`src/rtl/ssd_scan_ctrl.sv`:
```
`default_nettype none
// ============================================================================
//  Module   : ssd_scan_ctrl
//  Purpose  : Time-multiplexed 14-segment scan controller with frame-synchronous
//             load/ack, leading-zero blanking and dead-cycle digit switching.
//             Optional blink support is enabled with the SSD_BLINK_EN macro.
//  Revision : 1.0 - initial release
// ============================================================================
module ssd_scan_ctrl #(
   parameter int NUM_DIGITS   = 4,
   parameter int SCAN_DIV     = 100000
`ifdef SSD_BLINK_EN
   ,
   parameter int BLINK_FRAMES = 256
`endif
) (
   input  logic                    clk,
   input  logic                    rst,
   input  logic                    load,
   input  logic [4*NUM_DIGITS-1:0] value_in,
   input  logic                    blank_lz,
`ifdef SSD_BLINK_EN
   input  logic [NUM_DIGITS-1:0]   blink_mask,
`endif
   output logic                    ack,
   output logic                    frame_start,
   output logic [3:0]              bcd,
   output logic [NUM_DIGITS-1:0]   digit_en
);

   localparam int c_cnt_w = $clog2(SCAN_DIV);
   localparam int c_idx_w = (NUM_DIGITS > 1) ? $clog2(NUM_DIGITS) : 1;
   localparam logic [c_cnt_w-1:0] c_cnt_last = c_cnt_w'(SCAN_DIV - 1);
   localparam logic [c_idx_w-1:0] c_idx_last = c_idx_w'(NUM_DIGITS - 1);

   logic [c_cnt_w-1:0]      r_cnt;
   logic [c_idx_w-1:0]      r_idx;
   logic [4*NUM_DIGITS-1:0] r_pend;
   logic                    r_pending;
   logic [4*NUM_DIGITS-1:0] r_shadow;

   logic                    w_tick;
   logic                    w_wrap;
   logic [NUM_DIGITS-1:0]   w_zero_from;
   logic [NUM_DIGITS-1:0]   w_sel_n;
   logic [NUM_DIGITS-1:0]   w_en;
   logic [3:0]              w_digit;
   logic [3:0]              w_code;
   logic                    w_lz;

   assign w_tick = (r_cnt == c_cnt_last);
   assign w_wrap = w_tick && (r_idx == c_idx_last);

   // w_zero_from[g]: digit g and every more significant digit are zero
   generate
      for (genvar g = 0; g < NUM_DIGITS; g++) begin : g_lz
         assign w_zero_from[g] = (r_shadow[4*NUM_DIGITS-1 : 4*g] == '0);
      end
   endgenerate

`ifdef SSD_BLINK_EN
   localparam int c_fc_w = (BLINK_FRAMES > 1) ? $clog2(BLINK_FRAMES) : 1;
   localparam logic [c_fc_w-1:0] c_fc_last = c_fc_w'(BLINK_FRAMES - 1);

   logic [c_fc_w-1:0] r_frame_cnt;
   logic              r_phase;

   always_ff @(posedge clk) begin
      if (rst) begin
         r_frame_cnt <= '0;
         r_phase     <= 1'b0;
      end else if (w_wrap) begin
         if (r_frame_cnt == c_fc_last) begin
            r_frame_cnt <= '0;
            r_phase     <= ~r_phase;
         end else begin
            r_frame_cnt <= r_frame_cnt + 1'b1;
         end
      end
   end
`endif

   always_comb begin
      w_digit = 4'd15;
      w_sel_n = '1;
      w_lz    = 1'b0;
      for (int i = 0; i < NUM_DIGITS; i++) begin
         if (r_idx == c_idx_w'(i)) begin
            w_digit    = r_shadow[4*i +: 4];
            w_sel_n[i] = 1'b0;
            w_lz       = w_zero_from[i];
         end
      end
      // First cycle of each slot is dark so the anode switch never ghosts
      w_en   = (r_cnt == '0) ? '1 : w_sel_n;
      w_code = (blank_lz && (r_idx != '0) && w_lz) ? 4'd15 : w_digit;
`ifdef SSD_BLINK_EN
      if (r_phase && |(blink_mask & ~w_sel_n)) begin
         w_code = 4'd15;
      end
`endif
   end

   always_ff @(posedge clk) begin
      if (rst) begin
         r_cnt       <= '0;
         r_idx       <= '0;
         r_pend      <= '0;
         r_pending   <= 1'b0;
         r_shadow    <= '1;
         ack         <= 1'b0;
         frame_start <= 1'b0;
         bcd         <= 4'd15;
         digit_en    <= '1;
      end else begin
         r_cnt <= w_tick ? '0 : r_cnt + 1'b1;
         if (w_tick) begin
            r_idx <= (r_idx == c_idx_last) ? '0 : r_idx + 1'b1;
         end

         frame_start <= w_wrap;
         ack         <= w_wrap && (r_pending || load);

         // Shadow only moves on the wrap edge, so a frame never tears
         if (w_wrap) begin
            if (load) begin
               r_shadow <= value_in;
            end else if (r_pending) begin
               r_shadow <= r_pend;
            end
            r_pending <= 1'b0;
         end else if (load) begin
            r_pend    <= value_in;
            r_pending <= 1'b1;
         end

         bcd      <= w_code;
         digit_en <= w_en;
      end
   end

endmodule
`default_nettype wire

```
`config.mk`:
```
export PLATFORM = sky130hd
export DESIGN_NAME = ssd_scan_ctrl
export DESIGN_NICKNAME = d
export VERILOG_FILES = /design/src/rtl/ssd_scan_ctrl.sv
export SDC_FILE = /design/constraint.sdc
export NUM_CORES = 1
export LEC_CHECK = 0
export BUFFER_PORTS_ARGS = -buffer_cell sky130_fd_sc_hd__buf_2
export CORE_ASPECT_RATIO = 0.6
export CORE_MARGIN = 3
export CORE_UTILIZATION = 32
export CTS_CLUSTER_DIAMETER = 50
export DETAILED_ROUTE_END_ITERATION = 8
export SYNTH_ARGS = -nofsm -noshare
export SYNTH_HDL_FRONTEND = slang
export SYNTH_SLANG_ARGS = --single-unit
```
`constraint.sdc`:
```
create_clock -name clk -period 7.7 [get_ports clk]
set_clock_uncertainty 0.1 [all_clocks]
set_input_delay 1.54 -clock clk [delete_from_list [all_inputs] [get_ports clk]]
set_output_delay 1.54 -clock clk [all_outputs]
set_load 0.02 [all_outputs]
```
==> flow_summary.toml, run 1 <==
[global_route]
grt_start_max_net_pins = 77
grt_pass1_vias = 2032
grt_overflow = 0
grt.total_usage = 0.1282
antenna_found_initial = 0
grt_pass1_wl_um = 10470

[yosys]
syn_nets = 354
synth_cell_types = 42
synth_edf_count = 0
synth_area_per_cell_sq_um = 9.117
synthTopCellsByArea = "dfxtp_1 (42%), mux2i_1 (11%), nand2b_1 (6.7%)"
syn_area_sq_um = 2990
synthCells = 328
seq_area_frac_synth = 0.4151
async_flop_share = 0
yosysWarningCount = 0
post-synth-top-count-cell = "dfxtp_1"
yosysTopAreaCellShare = 0.4151
synth_top_area_cell = "dfxtp_1"
ys.flop_type = "dfxtp_1"
synth.cells.most_frequent = "dfxtp_1 (62), nor2_1 (34), mux2i_1 (32), nand2b_1 (32), nor2b_1 (20)"
ys_ff_latch = 62

[placement]
hpwlAfterDp_um = 4423
placed_cell_area_sq_um = 3157
routabilityCongestion = 0.8501
port_buffers = 29

[cts]
cts_root_buf = "clkbuf_16"
cts_tree = "built"
holdBufCountCts = 0
clkSinkCount = 62
clk-insertion-delay-late_ns = 0.33
cts_setup_buffers = 0
cts-resized-gates = 0
cts_buffers = 9
path_clk_slew_ns = 0.05
htree_levels = 3
clk_path_buf_depth = 2

[drt]
drc = 0
postRouteAntennaNets = 0
drt_first_pass_iters = 4
vias = 2284
via_per_inst = 4.944
drt_iter0_drc = 145
wl_per_cell_um = 13.59
wl_um = 6277

[power]
switching_share = 0.2140
power_density_nw_per_um2 = 218.0
ir_drop_v = 0.0001245
leakagePower_uw = 0.001234
pwr-share-seq = 0.445
power.internal_uw = 588.2
comb_power_share = 0.058
total_power_uw = 748.2
p_switching_uw = 160.1
clkPwrFrac = 0.497

[worst_setup_path]
required_ns = 7.85
rr_worst_depth = 4
cp.arrival_ns = 3.31
crit_type = "input pin to flop"
cp-endpoint = "r_shadow[10]"
worstPathMaxFanout = 34
max_stage_delay_ns = 0.84
rrSetupSlack_ns = 4.89
cp-end-kind = "flop"
crit_buf_inv = 1
cp.depth = 4
startpoint = "load"
cp_cell_sequence = "buf_2 -> nor2_1 -> nor3_4 -> mux2i_1"
crit_family = "simple AND/OR/NAND/NOR gates"
startpoint_type = "input pin"
crit_slowest_cell = "nor3_4"
r2r_start = "r_cnt[8]"
r2r-end = "r_shadow[10]"

[die]
fp.coreArea_sq_um = 8783
initial_core_util = 0.3405
io_pins = 30
die-area_sq_um = 10580
rows = 26
chipWidth_um = 130.8
die_h_um = 80.88

[cells_and_area]
drive_gt1_frac = 0.1400
nets = 373
design_area_sq_um = 3432
syn_to_final_growth_pct = 14.77
diodes = 0
post-route-util = 0.3907

[sta]
period_minus_slack_ns = 3.162
fmax_mhz = 316.3
finalSetupViolations = 0
relSlewSlack = 0.2870
setup_tns_ns = 0
min_period_over_period = 0.4106
finalHoldViolations = 0
rsz0062_at_grt = "false"
worst_slew_pin_slew_ns = 1.067
finalMaxSlewViolations = 0

[status]
status = "completed"

[run]
max_cap_viol_count = 0

[worst_hold_path]
hp-class = "flop to flop"
[per-layer routing]
| metal | share of wire | vias up | wire length [um] | GRT usage |
|---|---|---|---|---|
| met1 | 0.58 | 1054 | 3629 | 0.2092 |
| met2 | 0.35 | 49 | 2194 | 0.1434 |
| met4 | 0.014 | 0 | 88 | 0.04620 |
| met3 | 0.058 | 9 | 364 | 0.04534 |
| met5 | 0 | - | 0 | 0 |
| li1 | - | 1172 | - | - |
[state kept, by name, summed over array words and instances, names as in the netlist]
name / count
r_pend: 16
digit_en: 4
bcd: 4
frame_start: 1
r_shadow: 16
r_idx: 2
r_pending: 1
ack: 1
r_cnt: 17
[kinds of logic (layout without fill, tap and decap cells)]
| group | count (synthesis) | after routing | share of synthesized area |
|---|---|---|---|
| xor gates and xnor gates | 12 | 12 | 0.03515 |
| DFF | 62 | 62 | 0.4151 |
| buffers and inverters | 30 | 52 | 0.05230 |
| adders and majority gates | 6 | 6 | 0.02510 |
| and+or+nand+nor | 141 | 141 | 0.2657 |
| muxes | 32 | 32 | 0.1071 |
| AOI/OAI and AO/OA | 45 | 45 | 0.09959 |
[through the flow]
stage               instances  hold WS [ns]  setup WS, ns
global route              462        0.3868         4.316
floorplan                 328        0.3377         5.127
detailed placement        448        0.3583         4.197
finish                    462        0.3659         4.538
CTS                       462        0.3694         4.526
global placement          448        0.3534         4.276
[final cells by class]
cell class                      instances  area, sq um
Multi-Input combinational cell        236         1593
Clock buffer                           13        270.3
Sequential cell                        62         1241
Tap cell                              112        140.1
Inverter                                8        30.03
Clock inverter                          1        5.005
Fill cell                             915         5351
Timing Repair Buffer                   30        152.6
[worst min-delay path by stage]
stage                from          to  slack [ns]  depth (start not counted)
3_5_place_dp    r_pend[7]   r_pend[7]        0.36                          2
3_3_place_gp    r_pend[4]   r_pend[4]        0.35                          2
6_report       r_pend[13]  r_pend[13]        0.37                          2
5_1_grt        r_pend[11]  r_pend[11]        0.39                          2
2_1_floorplan    r_cnt[0]    r_cnt[0]        0.34                          1
4_1_cts        r_pend[13]  r_pend[13]        0.37                          2
[layout by cell type, fill, tap and decap left out, types with 2 or more instances in the layout]
| master | count |
|---|---|
| nor3_1 | 5 |
| clkbuf_16 | 9 |
| and3_1 | 2 |
| clkbuf_8 | 3 |
| a21oi_1 | 6 |
| a211oi_1 | 16 |
| dfxtp_1 | 62 |
| inv_1 | 8 |
| ha_1 | 6 |
| or3_1 | 4 |
| o311ai_0 | 4 |
| o21ai_0 | 13 |
| nand3_1 | 6 |
| nand2_1 | 12 |
| nor4_1 | 3 |
| xor2_1 | 9 |
| xnor2_1 | 3 |
| nor2_1 | 34 |
| and4_1 | 3 |
| nor3b_1 | 4 |
| nand2b_1 | 32 |
| nor2b_1 | 20 |
| buf_2 | 29 |
| or4_4 | 2 |
| mux2i_1 | 32 |
| nand4_1 | 7 |
[worst reg2reg max path, cell delays in order (launching register included)]
cell and delay [ns]:
dfxtp_1 0.38, or4_4 0.57, or4_4 0.58, nor3_4 0.82, mux2i_1 0.29
[power by group through the flow]
stage	registers, uW	clock network [uW]	logic (uW)
5_1_grt	334	393	49.1
3_3_place_gp	339	0	42.5
6_report	333	372	43.5
3_5_place_dp	339	0	44.0
4_1_cts	333	380	44.1
2_1_floorplan	339	0	31.2
Note: power is estimated with default switching activity, not from simulation.
==> run 2: changes to the inputs <==
clock period = 2.8 ns   (was 7.7 ns; I/O delays follow)
==> run 2 against run 1 <==
Compared with the run above:
- routed wire length grew 3.3%
- combinational power grew to 2.9 times the previous value
- global-route usage grew 0.96 points
- critical path depth grew 1
- largest power group unchanged
==> flow_summary.toml, run 2 (synthesis gave the netlist of run 1 again) <==
[cts]
clk_path_buf_depth = 2
cts_setup_buffers = 0
cts_tree = "built"
holdBufCountCts = 0
cts-resized-gates = 0
path_clk_slew_ns = 0.05
clkSinkCount = 62
cts_buffers = 9
htree_levels = 3
cts_root_buf = "clkbuf_16"
clk-insertion-delay-late_ns = 0.33

[run]
max_cap_viol_count = 0

[worst_setup_path]
cp.arrival_ns = 2.56
startpoint = "r_cnt[8]"
crit_type = "flop to flop"
r2r_start = "r_cnt[8]"
worstPathMaxFanout = 16
cp-end-kind = "flop"
startpoint_type = "flop"
required_ns = 2.95

[drt]
postRouteAntennaNets = 0
wl_per_cell_um = 13.80
via_per_inst = 5.017
vias = 2358
drt_first_pass_iters = 4
wl_um = 6484
drc = 0
drt_iter0_drc = 131

[power]
clkPwrFrac = 0.514
power.internal_uw = 1694
comb_power_share = 0.059
switching_share = 0.2099
total_power_uw = 2143
power_density_nw_per_um2 = 611.8
ir_drop_v = 0.0003562
leakagePower_uw = 0.001278
pwr-share-seq = 0.427
p_switching_uw = 449.8

[sta]
rsz0062_at_grt = "false"
finalSetupViolations = 0
relSlewSlack = 0.5817
period_minus_slack_ns = 2.409
setup_tns_ns = 0
worst_slew_pin_slew_ns = 0.6116
finalMaxSlewViolations = 0
min_period_over_period = 0.8604
finalHoldViolations = 0
hold_ws_ns = 0.3656
fmax_mhz = 415.1

[cells_and_area]
diodes = 0
final_common_cell = "dfxtp_1"
design_area_sq_um = 3503
largest_reg_flops = 17
syn_to_final_growth_pct = 17.15
final_cell_mix = "dfxtp_1 (62), nor2_1 (34), mux2i_1 (32), nand2b_1 (32), buf_2 (29)"
largest_registers = "r_cnt (17), r_pend (16), r_shadow (16)"
regMostFlops = "r_cnt"
nets = 379
drive_gt1_frac = 0.1592

[die]
die-area_sq_um = 10580
fp.coreArea_sq_um = 8783
rows = 26
initial_core_util = 0.3405
chipWidth_um = 130.8
io_pins = 30
die_h_um = 80.88

[placement]
port_buffers = 29
placed_cell_area_sq_um = 3202
hpwlAfterDp_um = 4764
routabilityCongestion = 0.8957

[global_route]
grt.total_usage = 0.1378
antenna_found_initial = 0
top_usage_layer = "met1"
grt_pass1_vias = 2189
grt_overflow = 0
grt_pass1_wl_um = 11220
grt_start_max_net_pins = 35
use_met3 = 0.05519
gr-usage-met1 = 0.2185
grt_use_met2 = 0.1572

[worst_hold_path]
hp-class = "flop to flop"
hp-start = "r_pend[10]"

[status]
status = "completed"
run 2: metrics by stage:
| stage | setup WS (ns) | instances | util |
|---|---|---|---|
| after CTS | 0.3968 | 470 | 0.3989 |
| after global placement | 0.4918 | 454 | 0.3645 |
| after floorplan | 0.3364 | 328 | - |
| final | 0.3908 | 470 | 0.3989 |
| after global routing | 0.3002 | 470 | 0.3989 |
| after detailed placement | 0.4152 | 454 | 0.3645 |
run 2: power groups by stage:
stage	registers, uW	clock network, uW	logic, uW
after floorplan	932	0	85.9
after global placement	932	0	124
after detailed placement	933	0	128
after CTS	914	1130	128
after global routing	917	1180	144
final	915	1100	127
run 2: final cells by class:
| type | instances | area (sq um) |
|---|---|---|
| inverter | 8 | 30.03 |
| sequential | 62 | 1241 |
| multi-input combinational | 236 | 1593 |
| clock buffer | 12 | 256.5 |
| clock inverter | 4 | 45.04 |
| fill | 879 | 5280 |
| tap | 112 | 140.1 |
| timing repair buffer | 36 | 197.7 |
run 2: critical path: stages, from the launching register on:
cell	delay [ns]
dfxtp_1	0.38
or4_4	0.57
or4_4	0.57
nor3_4	0.17
buf_4	0.31
mux2i_1	0.23
run 2: path summary, 6_finish.rpt:
path / endpoint / slack [ns] / cells after the start
max: r_shadow[15] / 0.39 / 5
min: r_pend[10] / 0.37 / 2
max reg2reg: r_shadow[15] / 0.39 / 5
min reg2reg: r_pend[10] / 0.37 / 2
run 2: routing by layer:
metal / wire length, um / part of all wire
met5: 0 / 0
met4: 95 / 0.015
met3: 501 / 0.077
met2: 2227 / 0.34
met1: 3660 / 0.56
==> run 3: changes to the inputs <==
CORE_ASPECT_RATIO = default   (was 0.6)
==> run 3 against run 2 <==
Compared with the run above:
- register-to-register slack is essentially flat
- critical path depth is the same
- clock power shrank 30%
- hold slack gained 0.0016 ns
- total power shrank 16%
- largest power group is now registers
- die area shrank 0.36%
==> flow_summary.toml, run 3 (synthesis gave the netlist of run 1 again) <==
[die]
io_pins = 30
die-area_sq_um = 10540
die_h_um = 102.7
initial_core_util = 0.3363
fp.coreArea_sq_um = 8891
rows = 34
chipWidth_um = 102.7

[cells_and_area]
fill_cells = 898
diodes = 0
final_cell_mix = "dfxtp_1 (62), nor2_1 (34), mux2i_1 (32), nand2b_1 (32), buf_2 (29)"
regArea_sq_um = 1241
syn_to_final_growth_pct = 12.80
largest_reg_flops = 17
drive_gt1_frac = 0.1549
regMostFlops = "r_cnt"
final_common_cell = "dfxtp_1"
multi_input_area_sq_um = 1593
fin_cells = 463
nets = 376
largest_registers = "r_cnt (17), r_pend (16), r_shadow (16)"

[global_route]
antenna_found_initial = 0
grt_overflow = 0
grt_pass1_vias = 2071
grt_pass1_wl_um = 9722
grt_start_max_net_pins = 60
grt.total_usage = 0.1193

[run]
max_cap_viol_count = 0

[worst_setup_path]
required_ns = 2.96
max_stage_delay_ns = 0.57
crit_type = "flop to flop"
cp.arrival_ns = 2.58
crit_buf_inv = 1
worstPathMaxFanout = 16
cp_cell_sequence = "or4_4 -> or4_4 -> nor3_4 -> buf_4 -> mux2i_1"
crit_slowest_cell = "or4_4"
startpoint_type = "flop"
crit_family = "simple AND/OR/NAND/NOR gates"
cpMostUsedCell = "or4_4"
cp-end-kind = "flop"

[placement]
routabilityCongestion = 0.7455
port_buffers = 29
dp.cells = 447
hpwlAfterDp_um = 4118

[sta]
finalMaxSlewViolations = 0
rsz0062_at_grt = "false"
relSlewSlack = 0.3954
finalHoldViolations = 0
period_minus_slack_ns = 2.418
finalSetupViolations = 0
fmax_mhz = 413.5
worst_slew_pin_slew_ns = 0.8840
setup_tns_ns = 0
min_period_over_period = 0.8637

[cts]
cts_root_buf = "clkbuf_8"
cts_buffers = 9
cts_tree = "built"
clk_path_buf_depth = 2
cts-resized-gates = 0
clkSinkCount = 62
clk-insertion-delay-late_ns = 0.34
cts_setup_buffers = 0
htree_levels = 3
holdBufCountCts = 0
path_clk_slew_ns = 0.08

[worst_hold_path]
hp-class = "flop to flop"

[power]
leakagePower_uw = 0.001203
power_density_nw_per_um2 = 534.8
ir_drop_v = 0.0003415

[drt]
wl_um = 5899
vias = 2267
drt_first_pass_iters = 4
postRouteAntennaNets = 0
drt_iter0_drc = 102
wl_per_cell_um = 12.74
via_per_inst = 4.896
drc = 0

[status]
status = "completed"
[run 3: worst paths after layout]
path	startpoint	endpoint	slack, ns	cells past startpoint
max	r_cnt[8]	r_shadow[9]	0.38	5
min	r_pend[10]	r_pend[10]	0.37	2
max reg2reg	r_cnt[8]	r_shadow[9]	0.38	5
min reg2reg	r_pend[10]	r_pend[10]	0.37	2
[run 3: cell type report]
type,instances,area share
Multi-Input combinational cell,236,0.4722
Sequential cell,62,0.3680
Timing Repair Buffer,33,0.05193
Tap cell,108,0.04006
Clock buffer,9,0.03672
Clock inverter,7,0.02226
Inverter,8,0.008902
[run 3: per-layer routing]
metal	up-vias	share of wire	track usage
li1	1182	-	-
met1	1041	0.51	0.1546
met2	37	0.43	0.1812
met3	7	0.047	0.03586
met4	0	0.019	0.05752
met5	-	0	0
[run 3: worst reg2reg max path: stages (launching register included)]
cell and delay (ns):
dfxtp_1 0.39, or4_4 0.57, or4_4 0.57, nor3_4 0.18
buf_4 0.30, mux2i_1 0.24
[run 3: report_power, final]
group	switching [uW]	internal (uW)	leakage, uW
Sequential	10.6	902	0.000505
Clock	358	411	0.0000914
Combinational	66.5	55.3	0.000606
[run 3: metrics by stage]
step                total power [uW]  utilization  area (sq um)  setup WS [ns]  hold slack, ns
floorplan                       1018            -          2990         0.3364          0.3377
CTS                             1838       0.3794          3373         0.3818          0.3600
global route                    1879       0.3794          3373         0.3087          0.3769
global placement                1050       0.3570          3174         0.4747          0.3535
detailed placement              1055       0.3570          3174         0.4170          0.3569
finish                          1804       0.3794          3373         0.3817          0.3672
